--- src/rtl/si_pkg.sv ---
// si_pkg: shared fleet geometry and game-state encoding for the fleet, formatter and player.
// Provides FLEET_COLS (formation width), LINE_W (line index width) and fleet_state_e.
package si_pkg;
  localparam int FLEET_COLS = 20;
  localparam int LINE_W = 5;
  typedef enum logic [1:0] {IDLE, RUN, WON, LOST} fleet_state_e;
endpackage

--- src/rtl/invader_fleet_if.sv ---
// invader_fleet_if: control, bullet and formation signals between the fleet and its neighbours.
// master drives enable/start/bullet_*, slave (the fleet) drives formation, hit and end flags.
interface invader_fleet_if;
  import si_pkg::*;
  logic enable;
  logic start;
  logic [LINE_W-1:0] bullet_x;
  logic [LINE_W-1:0] bullet_y;
  logic bullet_active;
  logic [FLEET_COLS-1:0] inv_array;
  logic [LINE_W-1:0] inv_line;
  logic dir_right;
  logic hit;
  logic fleet_cleared;
  logic fleet_landed;
  modport master (
    output enable, start, bullet_x, bullet_y, bullet_active,
    input inv_array, inv_line, dir_right, hit, fleet_cleared, fleet_landed
  );
  modport slave (
    input enable, start, bullet_x, bullet_y, bullet_active,
    output inv_array, inv_line, dir_right, hit, fleet_cleared, fleet_landed
  );
endinterface

--- src/rtl/invader_fleet_step.sv ---
// step_timer: march step divider with a period that shrinks on every hit down to a floor.
// clk/clr (sync active-low), load restarts counter and period, en counts, dec shortens period, tick marks a step.
module step_timer #(
  parameter int STEP_CYCLES = 3_000_000,
  parameter int MIN_STEP = 300_000,
  parameter int SPEEDUP = 120_000
) (
  input  logic clk,
  input  logic clr,
  input  logic load,
  input  logic en,
  input  logic dec,
  output logic tick
);
  localparam int CW = $clog2(STEP_CYCLES + 1);
  localparam logic [CW-1:0] P_INIT = CW'(STEP_CYCLES);
  localparam logic [CW-1:0] P_MIN = CW'(MIN_STEP);
  localparam logic [CW-1:0] P_SUB = CW'(SPEEDUP);
  logic [CW-1:0] cnt, period;
  // >= rather than == so a period that shrank under the counter still ticks next time
  assign tick = en && cnt >= period - CW'(1);
  always_ff @(posedge clk)
    if (!clr || load) begin
      cnt <= '0;
      period <= P_INIT;
    end else begin
      if (en) cnt <= tick ? '0 : cnt + CW'(1);
      if (dec) period <= period - P_MIN >= P_SUB ? period - P_SUB : P_MIN;
    end
endmodule

--- src/rtl/invader_fleet.sv ---
// invader_fleet: marches the invader formation, resolves bullet hits and reports win/loss.
// clk, clr (sync active-low) plus bus (slave): enable/start/bullet inputs, formation, hit and end flags out.
module invader_fleet import si_pkg::*; #(
  parameter logic [FLEET_COLS-1:0] INIT_ARRAY = 20'b00101010101010101010,
  parameter logic [LINE_W-1:0] INIT_LINE = 5'd4,
  parameter logic [LINE_W-1:0] LAND_LINE = 5'd28,
  parameter int STEP_CYCLES = 3_000_000,
  parameter int MIN_STEP = 300_000,
  parameter int SPEEDUP = 120_000
) (
  input logic clk,
  input logic clr,
  invader_fleet_if.slave bus
);
  fleet_state_e state, state_n;
  logic [FLEET_COLS-1:0] inv_array, arr_n, mask, a;
  logic [LINE_W-1:0] inv_line, line_n;
  logic dir_right, dir_n, hit, hit_c, tick, load, edge_occ;
  step_timer #(.STEP_CYCLES(STEP_CYCLES), .MIN_STEP(MIN_STEP), .SPEEDUP(SPEEDUP)) u_timer (
    .clk(clk),
    .clr(clr),
    .load(load),
    .en(bus.enable && state == RUN),
    .dec(hit_c),
    .tick(tick)
  );
  always_comb begin
    // shifting past the last column yields an empty mask, so x >= 20 never hits
    mask = FLEET_COLS'(1) << bus.bullet_x;
    hit_c = state == RUN && bus.bullet_active && bus.bullet_y == inv_line && |(inv_array & mask);
    a = hit_c ? inv_array & ~mask : inv_array;
    edge_occ = dir_right ? a[FLEET_COLS-1] : a[0];
    load = bus.start && state != RUN;
    state_n = state;
    arr_n = inv_array;
    line_n = inv_line;
    dir_n = dir_right;
    if (load) begin
      state_n = RUN;
      arr_n = INIT_ARRAY;
      line_n = INIT_LINE;
      dir_n = 1'b1;
    end else if (state == RUN) begin
      arr_n = a;
      if (a == '0) state_n = WON;
      else if (tick && edge_occ) begin
        line_n = inv_line + LINE_W'(1);
        dir_n = !dir_right;
        state_n = line_n == LAND_LINE ? LOST : RUN;
      end else if (tick) arr_n = dir_right ? a << 1 : a >> 1;
    end
  end
  always_ff @(posedge clk)
    if (!clr) begin
      state <= IDLE;
      inv_array <= INIT_ARRAY;
      inv_line <= INIT_LINE;
      dir_right <= 1'b1;
      hit <= 1'b0;
    end else begin
      state <= state_n;
      inv_array <= arr_n;
      inv_line <= line_n;
      dir_right <= dir_n;
      hit <= hit_c;
    end
  assign bus.inv_array = inv_array;
  assign bus.inv_line = inv_line;
  assign bus.dir_right = dir_right;
  assign bus.hit = hit;
  assign bus.fleet_cleared = state == WON;
  assign bus.fleet_landed = state == LOST;
endmodule
--- src/flat_wrapper.sv ---
// flat-port wrapper written by rule: the top's interface ports become plain ports
module invader_fleet_flat import si_pkg::*;
#(
  parameter logic [FLEET_COLS-1:0] INIT_ARRAY = 20'b00101010101010101010,
  parameter logic [LINE_W-1:0] INIT_LINE = 5'd4,
  parameter logic [LINE_W-1:0] LAND_LINE = 5'd28,
  parameter int STEP_CYCLES = 3_000_000,
  parameter int MIN_STEP = 300_000,
  parameter int SPEEDUP = 120_000
)
  (clk, clr, bus_enable, bus_start, bus_bullet_x, bus_bullet_y, bus_bullet_active, bus_inv_array, bus_inv_line, bus_dir_right, bus_hit, bus_fleet_cleared, bus_fleet_landed);
  invader_fleet_if bus_i ();
  input logic clk;
  input logic clr;
  input wire logic [$bits(bus_i.enable)-1:0] bus_enable;
  input wire logic [$bits(bus_i.start)-1:0] bus_start;
  input wire logic [$bits(bus_i.bullet_x)-1:0] bus_bullet_x;
  input wire logic [$bits(bus_i.bullet_y)-1:0] bus_bullet_y;
  input wire logic [$bits(bus_i.bullet_active)-1:0] bus_bullet_active;
  output wire logic [$bits(bus_i.inv_array)-1:0] bus_inv_array;
  output wire logic [$bits(bus_i.inv_line)-1:0] bus_inv_line;
  output wire logic [$bits(bus_i.dir_right)-1:0] bus_dir_right;
  output wire logic [$bits(bus_i.hit)-1:0] bus_hit;
  output wire logic [$bits(bus_i.fleet_cleared)-1:0] bus_fleet_cleared;
  output wire logic [$bits(bus_i.fleet_landed)-1:0] bus_fleet_landed;
  assign bus_i.enable = bus_enable;
  assign bus_i.start = bus_start;
  assign bus_i.bullet_x = bus_bullet_x;
  assign bus_i.bullet_y = bus_bullet_y;
  assign bus_i.bullet_active = bus_bullet_active;
  assign bus_inv_array = bus_i.inv_array;
  assign bus_inv_line = bus_i.inv_line;
  assign bus_dir_right = bus_i.dir_right;
  assign bus_hit = bus_i.hit;
  assign bus_fleet_cleared = bus_i.fleet_cleared;
  assign bus_fleet_landed = bus_i.fleet_landed;
  invader_fleet #(.INIT_ARRAY(INIT_ARRAY), .INIT_LINE(INIT_LINE), .LAND_LINE(LAND_LINE), .STEP_CYCLES(STEP_CYCLES), .MIN_STEP(MIN_STEP), .SPEEDUP(SPEEDUP)) u_core (.clk(clk), .clr(clr), .bus(bus_i));
endmodule
--- config.mk ---
export PLATFORM = sky130hd
export DESIGN_NAME = invader_fleet_flat
export DESIGN_NICKNAME = d
export VERILOG_FILES = /design/src/rtl/si_pkg.sv /design/src/rtl/invader_fleet_if.sv /design/src/rtl/invader_fleet_step.sv /design/src/rtl/invader_fleet.sv /design/src/flat_wrapper.sv
export SDC_FILE = /design/constraint.sdc
export NUM_CORES = 1
export LEC_CHECK = 0
export BUFFER_PORTS_ARGS = -buffer_cell sky130_fd_sc_hd__buf_2
export CAP_MARGIN = 20
export CORE_ASPECT_RATIO = 1.2
export CORE_MARGIN = 1
export CORE_UTILIZATION = 60
export CTS_CLUSTER_DIAMETER = 30
export DETAILED_ROUTE_END_ITERATION = 8
export PLACE_DENSITY = 0.81
export SYNTH_ARGS = -nofsm -noshare
export SYNTH_HDL_FRONTEND = slang
export SYNTH_SLANG_ARGS = --single-unit
--- constraint.sdc ---
create_clock -name clk -period 4.28 [get_ports clk]
set_input_delay 0.642 -clock clk [delete_from_list [all_inputs] [get_ports clk]]
set_output_delay 0.642 -clock clk [all_outputs]
set_load 0.05 [all_outputs]
# Yosys cells after proc, flatten, opt, wreduce, memory -nomap -nowiden
# Index checks and enable logic that the tools add are counted.
# word_totals
register_bits	73
in_bits	15
output_inout_bits	29
elab_cells	59
# op_classes
n_addsub	5
order_cmp	2
eq_ne	6
shifts	1
mux	13
n_bitwise	5
n_reduce_logical	19
# op_table
op	n
20-bit two-way mux	5
22-bit two-way mux	2
20-bit bitwise AND	2
22-bit by 1-bit adder with 22-bit output, second input constant	1
22-bit by 17-bit greater-or-equal comparator with 1-bit output, second input constant	1
22-bit greater-or-equal comparator	1
22-bit by 1-bit subtractor with 22-bit output, second input constant	1
22-bit by 17-bit subtractor with 22-bit output, second input constant	1
22-bit by 19-bit subtractor with 22-bit output, second input constant	1
20-bit zero test	1
20-bit inverter	1
20-bit OR reduction	1
1-bit by 5-bit left shift with 20-bit output, first input constant	1
1-bit logical AND	7
2-bit two-way mux	3
5-bit by 1-bit adder with 5-bit output, second input constant	1
5-bit equality test	1
5-bit equality test, second input constant	1
2-bit equality test, second input constant	2
2-bit AND reduction	2
2-bit nonzero test	2
1-bit two-way mux	3
3-bit AND reduction	1
3-bit nonzero test	1
other kinds (6)	8

# Logic depth before layout (Yosys ltp)
# Gate-level depths: netlist (run 1).
# depth
depth_word	11
ltp_mapped	18
depth_no_buf	16

# Cells and area by module
# Synthesis (run 1) repeated with hierarchy kept, for this count alone.
# hier_totals
hier_cells	698
area_unflattened_um2	5426.5
# modules_own_cells
mod	n_inst	cells_per_inst	area_per_inst_um2	seq_area_each_um2
step_timer	1	362	2950.3	780.7
invader_fleet	1	336	2476.1	580.6

# Worst setup path after synthesis (run 1)
# Ideal clock, no wire load.
# synth_path
path_type	reg-to-reg
from	register u_core.u_timer.period[7]
to	register u_core.inv_array[0] (netlist: u_core.bus.inv_array[0])
setup_ns	0.128
t_arrival_ns	3.636
t_required_ns	4.152
setup_slack_ns	0.517
path_stages_with_launch	19
n_path_buf	2
synth_period_minus_slack_ns	3.763
path_cell_list	dfxtp_1 -> clkbuf_1 -> inv_1 -> ha_1 -> a21boi_0 -> nand3_1 -> nor3_1 -> xnor2_1 -> ha_1 -> nand4_1 -> nor4_1 -> a221oi_1 -> a31oi_1 -> o31ai_1 -> nand3b_1 -> clkbuf_1 -> nor3_1 -> a221oi_1 -> nor2_1
# synth_via
elab_chain_cells	6
word_cells_on_any_way	7
cone_classes	1 x add/sub; 1 x order compare; 3 x mux; 2 x reduce/logical
# synth_rtl
element	line	rtl
start, declared	invader_fleet_step.sv:19	logic [CW-1:0] cnt, period;
start signal, assigned	invader_fleet_step.sv:28	if (dec) period <= period - P_MIN >= P_SUB ? period - P_SUB : P_MIN;
22-bit by 1-bit subtractor with 22-bit output (*)	invader_fleet_step.sv:21	assign tick = en && cnt >= period - CW'(1);
22-bit greater-or-equal comparator (*)	invader_fleet_step.sv:21	
1-bit logical AND (*)	invader_fleet_step.sv:21	
20-bit two-way mux or 1-bit logical AND (tied branches)	invader_fleet.sv:50, invader_fleet.sv:46	
20-bit two-way mux (*)	invader_fleet.sv:46	else if (tick && edge_occ) begin
20-bit two-way mux (*)	invader_fleet.sv:45	if (a == '0) state_n = WON;
end signal, assigned	invader_fleet.sv:62	inv_array <= arr_n;
end, declared	invader_fleet.sv:16	logic [FLEET_COLS-1:0] inv_array, arr_n, mask, a;
# Every way passes the cells marked *; elsewhere a longest branch is shown, timed or not.
# A chain may end at the register's enable or synchronous reset.

# Worst setup path after layout (run 1)
# layout_path
from	register u_core.u_timer.period[6]
to	register u_core.inv_array[0] (netlist: u_core.bus.inv_array[0])
# The elaborated chain is that of the path after synthesis.

==> results of run 1 <==
## worst max-delay path by stage
stage | to | slack [ns] | depth (start not counted)
final | u_core.bus.inv_array[0] | 0.34 | 17
after global routing | u_core.bus.inv_array[11] | 0.07 | 16
after CTS | u_core.bus.inv_array[0] | 0.25 | 16
after detailed placement | u_core.bus.inv_array[0] | 0.29 | 16
after global placement | u_core.bus.inv_array[5] | 0.41 | 11
after floorplan | u_core.bus.inv_array[0] | 0.52 | 18
## metrics by stage
step,hold slack (ns),setup WS (ns),util [%],instances,area (µm²)
final,0.523,0.343,68.5,731,5220
after global routing,0.548,0.0743,68.5,731,5220
after CTS,0.520,0.252,68.4,731,5210
after detailed placement,0.511,0.293,65.6,715,5000
after global placement,0.500,0.410,65.6,715,5000
after floorplan,0.482,0.517,-,603,4710
## area by class of cell
class	count	area share, %
Inverter	9	0.647
Tap cell	92	2.21
Clock buffer	10	2.44
Clock inverter	6	1.68
Timing Repair Buffer	57	6.14
Multi-Input combinational cell	489	60.8
Sequential cell	68	26.1
## kinds of logic (layout without fill, tap and decap cells)
kind of cell	Yosys count	after routing	share of synthesized area [%]
and+or+nand+nor	263	263	28.2
muxes	10	10	2.29
DFF	68	68	28.9
AOI/OAI and AO/OA	129	129	18.5
adders and majority gates	27	27	7.18
buffers and inverters	46	82	3.77
xor gates and xnor gates	60	60	11.2
## per-layer routing
layer | vias to the layer above | part of all wire, %
met3 | 37 | 4.1
met1 | 2128 | 43
li1 | 2206 | -
met2 | 138 | 50
met4 | 0 | 3.3
met5 | - | 0
## Yosys cell counts, types with 6 or more instances
cell / n
and3_1: 10
nand3b_1: 9
o21ai_0: 29
nand2b_1: 13
nand3_1: 26
a21oi_1: 33
inv_1: 9
ha_1: 27
nand4_1: 13
clkbuf_1: 33
xnor2_1: 24
mux2_2: 6
a211oi_1: 9
nor2_1: 76
dfxtp_1: 68
xor2_1: 36
nor3_1: 15
nand2_1: 66
o211ai_1: 9
o31ai_1: 7
## sequential cells by signal, summed over array words and instances, names as in the netlist
signal                 cells
u_core.state               2
u_core.bus.hit             1
u_core.bus.dir_right       1
u_core.u_timer.period     17
u_core.u_timer.cnt        22
u_core.bus.inv_line        5
u_core.bus.inv_array      20
## where the power goes
group	total [mW]	internal (mW)	leakage (nW)	switching [mW]
registers	0.635	0.633	0.549	0.00201
clock network	0.587	0.329	0.111	0.257
logic	0.0680	0.0208	1.39	0.0472
## critical path, stage by stage (launching register included)
cell and delay (ns):
dfxtp_1 0.41, inv_1 0.13, ha_1 0.21, a21boi_1 0.26
nand3_1 0.21, nor2_1 0.20, xnor2_1 0.15, ha_1 0.29
nand4_1 0.16, nor4_1 0.10, a221oi_1 0.29, a31oi_1 0.12
o31ai_1 0.42, nand3b_1 0.19, buf_4 0.28, nor3_1 0.08
a221oi_1 0.21, nor2_1 0.06
## repair_timing
item                                    CTS  global route
hold buffers                              0             0
gates resized for setup                   0             2
endpoints found under the setup margin    0             3
==> impl_metrics.json, run 1 <==
{
  "grt_pass1_wl_um": 19800,
  "globalRouteOverflowTotal": 0,
  "async_flop_share_pct": 0,
  "vias": 4509,
  "drt_wl_total_um": 12000,
  "synth_area_leader_cell": "dfxtp_1",
  "relSlewSlack_pct": 37.8,
  "rsz0062_at_grt": "no",
  "synth-edff-count": 0,
  "io_buffers": 43,
  "via_per_inst": 6.17,
  "cts_tree": "yes",
  "grt_pass1_vias": 4265,
  "root_buffer": "clkbuf_8",
  "rrSetupSlack_ns": 0.34,
  "r2r_end": "u_core.bus.inv_array[0]",
  "hold_viol": 0,
  "p_leak_nw": 2.04,
  "reg2reg_from": "u_core.u_timer.period[6]",
  "ir_worst_vdd_uv": 218,
  "coreArea_um2": 7620,
  "antenna_found_initial": 0,
  "cts_buffers": 9,
  "multi_input_area_um2": 3170,
  "start_util_pct": 61.8,
  "holdPathStages": 2,
  "cts.sinks": 68,
  "syn_area_um2": 4710,
  "ant_nets": 0,
  "avgSynthCellArea_um2": 7.81,
  "drtIter0Drc": 357,
  "clk_pin_slew_worst_paths_ns": 0.08,
  "use_met1_pct": 34.9,
  "drt_first_pass_iters": 5,
  "ys_ff_latch": 68,
  "crit_start": "u_core.u_timer.period[6]",
  "top_usage_layer": "met2",
  "wire_per_inst_um": 16.3,
  "timing.final.crit_share_pct": 92.0,
  "setup_tns_ns": 0,
  "synth_ff_type": "dfxtp_1",
  "p_total_mw": 1.29,
  "slew_violations": 0,
  "synth_cells": 603,
  "ys_warn_count": 0,
  "use_met3_pct": 3.69,
  "hold_end": "u_core.u_timer.cnt[1]",
  "die_x_um": 82.9,
  "final_cell_mix": "76 x nor2_1, 68 x dfxtp_1, 66 x nand2_1, 43 x buf_2, 36 x xor2_1",
  "drcViolationCount": 0,
  "status": "complete, no violations",
  "use_met2_pct": 53.6,
  "regArea_um2": 1360,
  "synth_top_area_share_pct": 28.9,
  "power_density_nw_per_um2": 247,
  "post_cts_buffers": 0,
  "setup.worst_path.start_class": "register",
  "die_y_um": 99.0,
  "place_congestion": 0.962,
  "clk_path_buf_depth": 2,
  "fin_nets": 676,
  "clock.fmax_mhz": 254,
  "ys_seq_area_share_pct": 28.9,
  "pin_count": 44,
  "h-tree-depth": 3,
  "drive_gt1_share_pct": 14.9,
  "hold_class": "reg -> reg",
  "min_period_ns": 3.94,
  "hp-start": "u_core.u_timer.cnt[1]",
  "grt_usage_pct": 29.7,
  "synthDistinctLibCells": 62,
  "syn_nets": 645,
  "hpwl_um": 8970,
  "final_common_cell": "nor2_1",
  "setup_violations": 0,
  "cp-end-kind": "register",
  "drv_cap": 0,
  "area_growth_pct": 10.9,
  "required_ns": 4.48,
  "grt_start_max_net_pins": 27,
  "fill_cells": 656,
  "cp_max_fo": 26,
  "worstSetupPathType": "reg -> reg",
  "antenna_cells": 0,
  "rr_worst_depth": 17,
  "worstSkewPairLatency_ns": 0.34,
  "worstPathArrival_ns": 4.14,
  "fin_skew_ns": 0.00578,
  "dieArea_um2": 8200,
  "tightest_slew_ns": 0.931,
  "synthTopCellsByArea": "dfxtp_1 29%, ha_1 7.2%, xor2_1 6.7%",
  "row_count": 35
}
(Power assumes the default switching activity.)
==> run 2: changes to the inputs <==
--- a/config.mk
+++ b/config.mk
@@ -9,10 +9,12 @@
 export CAP_MARGIN = 20
 export CORE_ASPECT_RATIO = 1.2
 export CORE_MARGIN = 1
-export CORE_UTILIZATION = 60
+export CORE_UTILIZATION = 62
+export CTS_BUF_LIST = sky130_fd_sc_hd__clkbuf_8
 export CTS_CLUSTER_DIAMETER = 30
 export DETAILED_ROUTE_END_ITERATION = 8
-export PLACE_DENSITY = 0.81
+export PLACE_DENSITY = 0.83
+export SKIP_LAST_GASP = 1
 export SYNTH_ARGS = -nofsm -noshare
 export SYNTH_HDL_FRONTEND = slang
 export SYNTH_SLANG_ARGS = --single-unit
==> impl_metrics.json, run 2 (synthesis results as in run 1) <==
{
  "p_leak_nw": 2.01,
  "grt_pass1_vias": 4375,
  "final_cell_mix": "76 x nor2_1, 68 x dfxtp_1, 66 x nand2_1, 43 x buf_2, 36 x xor2_1",
  "clk_pin_slew_worst_paths_ns": 0.09,
  "die_y_um": 97.5,
  "regArea_um2": 1360,
  "ant_nets": 0,
  "drive_gt1_share_pct": 14.2,
  "tightest_slew_ns": 0.929,
  "required_ns": 4.50,
  "start_util_pct": 64.3,
  "cp.buffers_inverters": 2,
  "root_buffer": "clkbuf_8",
  "drcViolationCount": 0,
  "multi_input_area_um2": 3180,
  "slew_violations": 0,
  "wire_per_inst_um": 17.3,
  "io_buffers": 43,
  "vias": 4539,
  "setup_violations": 0,
  "hold_class": "reg -> reg",
  "cpPeakStageDelay_ns": 0.41,
  "area_growth_pct": 9.62,
  "drt_first_pass_iters": 5,
  "cp_top_family": "simple AND/OR/NAND/NOR gates",
  "worstPathArrival_ns": 4.09,
  "post_cts_buffers": 0,
  "power_density_nw_per_um2": 237,
  "status": "complete, no violations",
  "cts.sinks": 68,
  "final_common_cell": "nor2_1",
  "hold_viol": 0,
  "stdcell_area_um2": 5160,
  "grt_pass1_wl_um": 20800,
  "row_count": 34,
  "dpl_cell_area_um2": 4970,
  "worstSkewPairLatency_ns": 0.36,
  "cp-end-kind": "register",
  "drtIter0Drc": 474,
  "drv_cap": 0,
  "cts_tree": "yes",
  "drt_wl_total_um": 12500,
  "worstSetupPathType": "reg -> reg",
  "setup.worst_path.start_class": "register",
  "coreArea_um2": 7320,
  "grt_usage_pct": 33.8,
  "critPathSlowestCell": "dfxtp_1",
  "relSlewSlack_pct": 37.9,
  "cts_buffers": 9,
  "h-tree-depth": 3,
  "layout_top_registers": "u_core.u_timer.cnt x22, u_core.bus.inv_array x20, u_core.u_timer.period x17",
  "globalRouteOverflowTotal": 0,
  "antenna_found_initial": 0,
  "antenna_cells": 0,
  "path_cells": "inv_1, ha_1, a21boi_1, nand3_1, nor3_1, xnor2_1, ha_1, nand4_1, nor4_1, nand3_1, a31oi_1, o31ai_2, nand3b_1, buf_4, a211oi_2, a22oi_1",
  "cp_max_fo": 34,
  "dieArea_um2": 7950,
  "fill_cells": 596,
  "via_per_inst": 6.27,
  "largest_reg_flops": 22,
  "fin_skew_ns": 0.0174,
  "pin_count": 44,
  "grt_start_max_net_pins": 35,
  "top_register": "u_core.u_timer.cnt",
  "min_period_ns": 3.87,
  "clock.fmax_mhz": 258,
  "hold_slack_ns": 0.521,
  "ir_worst_vdd_uv": 249,
  "postLayoutCoreUtil_pct": 70.5,
  "hpwl_um": 9190,
  "die_x_um": 81.5,
  "place_congestion": 0.995,
  "clk_path_buf_depth": 2,
  "fin_nets": 672,
  "timing.final.crit_share_pct": 90.4
}
## run 2: cell types whose count changed in the layout (fill, tap and decap cells not counted)
cell / delta
inv_6: -1
inv_1: +2
buf_4: -4
clkinv_2: -1
clkbuf_1: -1
o31ai_2: +1
bufinv_16: -1
o31ai_1: -1
clkinvlp_4: +1
## run 2: where the power goes
part	switching (mW)	internal [mW]	total [mW]
combinational	0.0473	0.0200	0.0673
clock	0.259	0.262	0.521
sequential	0.00215	0.633	0.636
total	0.309	0.915	1.22
## run 2: routing by layer
metal / GRT usage (%) / vias up / share of wire (%)
met5: 0 / - / 0
met4: 15.9 / 0 / 3.0
met3: 5.54 / 30 / 6.0
met2: 54.9 / 197 / 49
met1: 42.4 / 2122 / 42
li1: - / 2190 / -
## run 2: timing repair
action                                  in CTS  in global routing
resized for setup                            0                  3
hold buffers                                 0                  0
endpoints found under the setup margin       0                 15
## run 2: stage by stage
stage | setup TNS [ns] | instances | setup slack, ns | total power [mW]
2_1_floorplan | 0 | 603 | 0.517 | 0.696
3_3_place_gp | 0 | 709 | 0.429 | 0.715
3_5_place_dp | 0 | 709 | 0.365 | 0.716
4_1_cts | 0 | 724 | 0.326 | 1.22
5_1_grt | -0.0823 | 724 | -0.0372 | 1.26
6_report | 0 | 724 | 0.410 | 1.22
## run 2: worst paths after layout
path | start | end | slack [ns] | depth (start not counted)
worst max-delay path | u_core.u_timer.period[6] | u_core.bus.inv_array[11] | 0.41 | 16
worst min-delay path | u_core.u_timer.cnt[1] | u_core.u_timer.cnt[1] | 0.52 | 2
worst max register to register | u_core.u_timer.period[6] | u_core.bus.inv_array[11] | 0.41 | 16
worst min register to register | u_core.u_timer.cnt[1] | u_core.u_timer.cnt[1] | 0.52 | 2
## run 2: tightest hold or removal path: stages, from the launching register on
cell	delay, ns
dfxtp_1	0.35
nand2_1	0.07
a21oi_1	0.06
## run 2: layout make-up
cell class / instances / share of cell area [%]
inverter: 9 / 0.655
clock buffer: 9 / 2.40
sequential: 68 / 26.4
multi-input combinational: 489 / 61.6
timing repair buffer: 53 / 5.63
clock inverter: 6 / 1.14
tap: 90 / 2.18
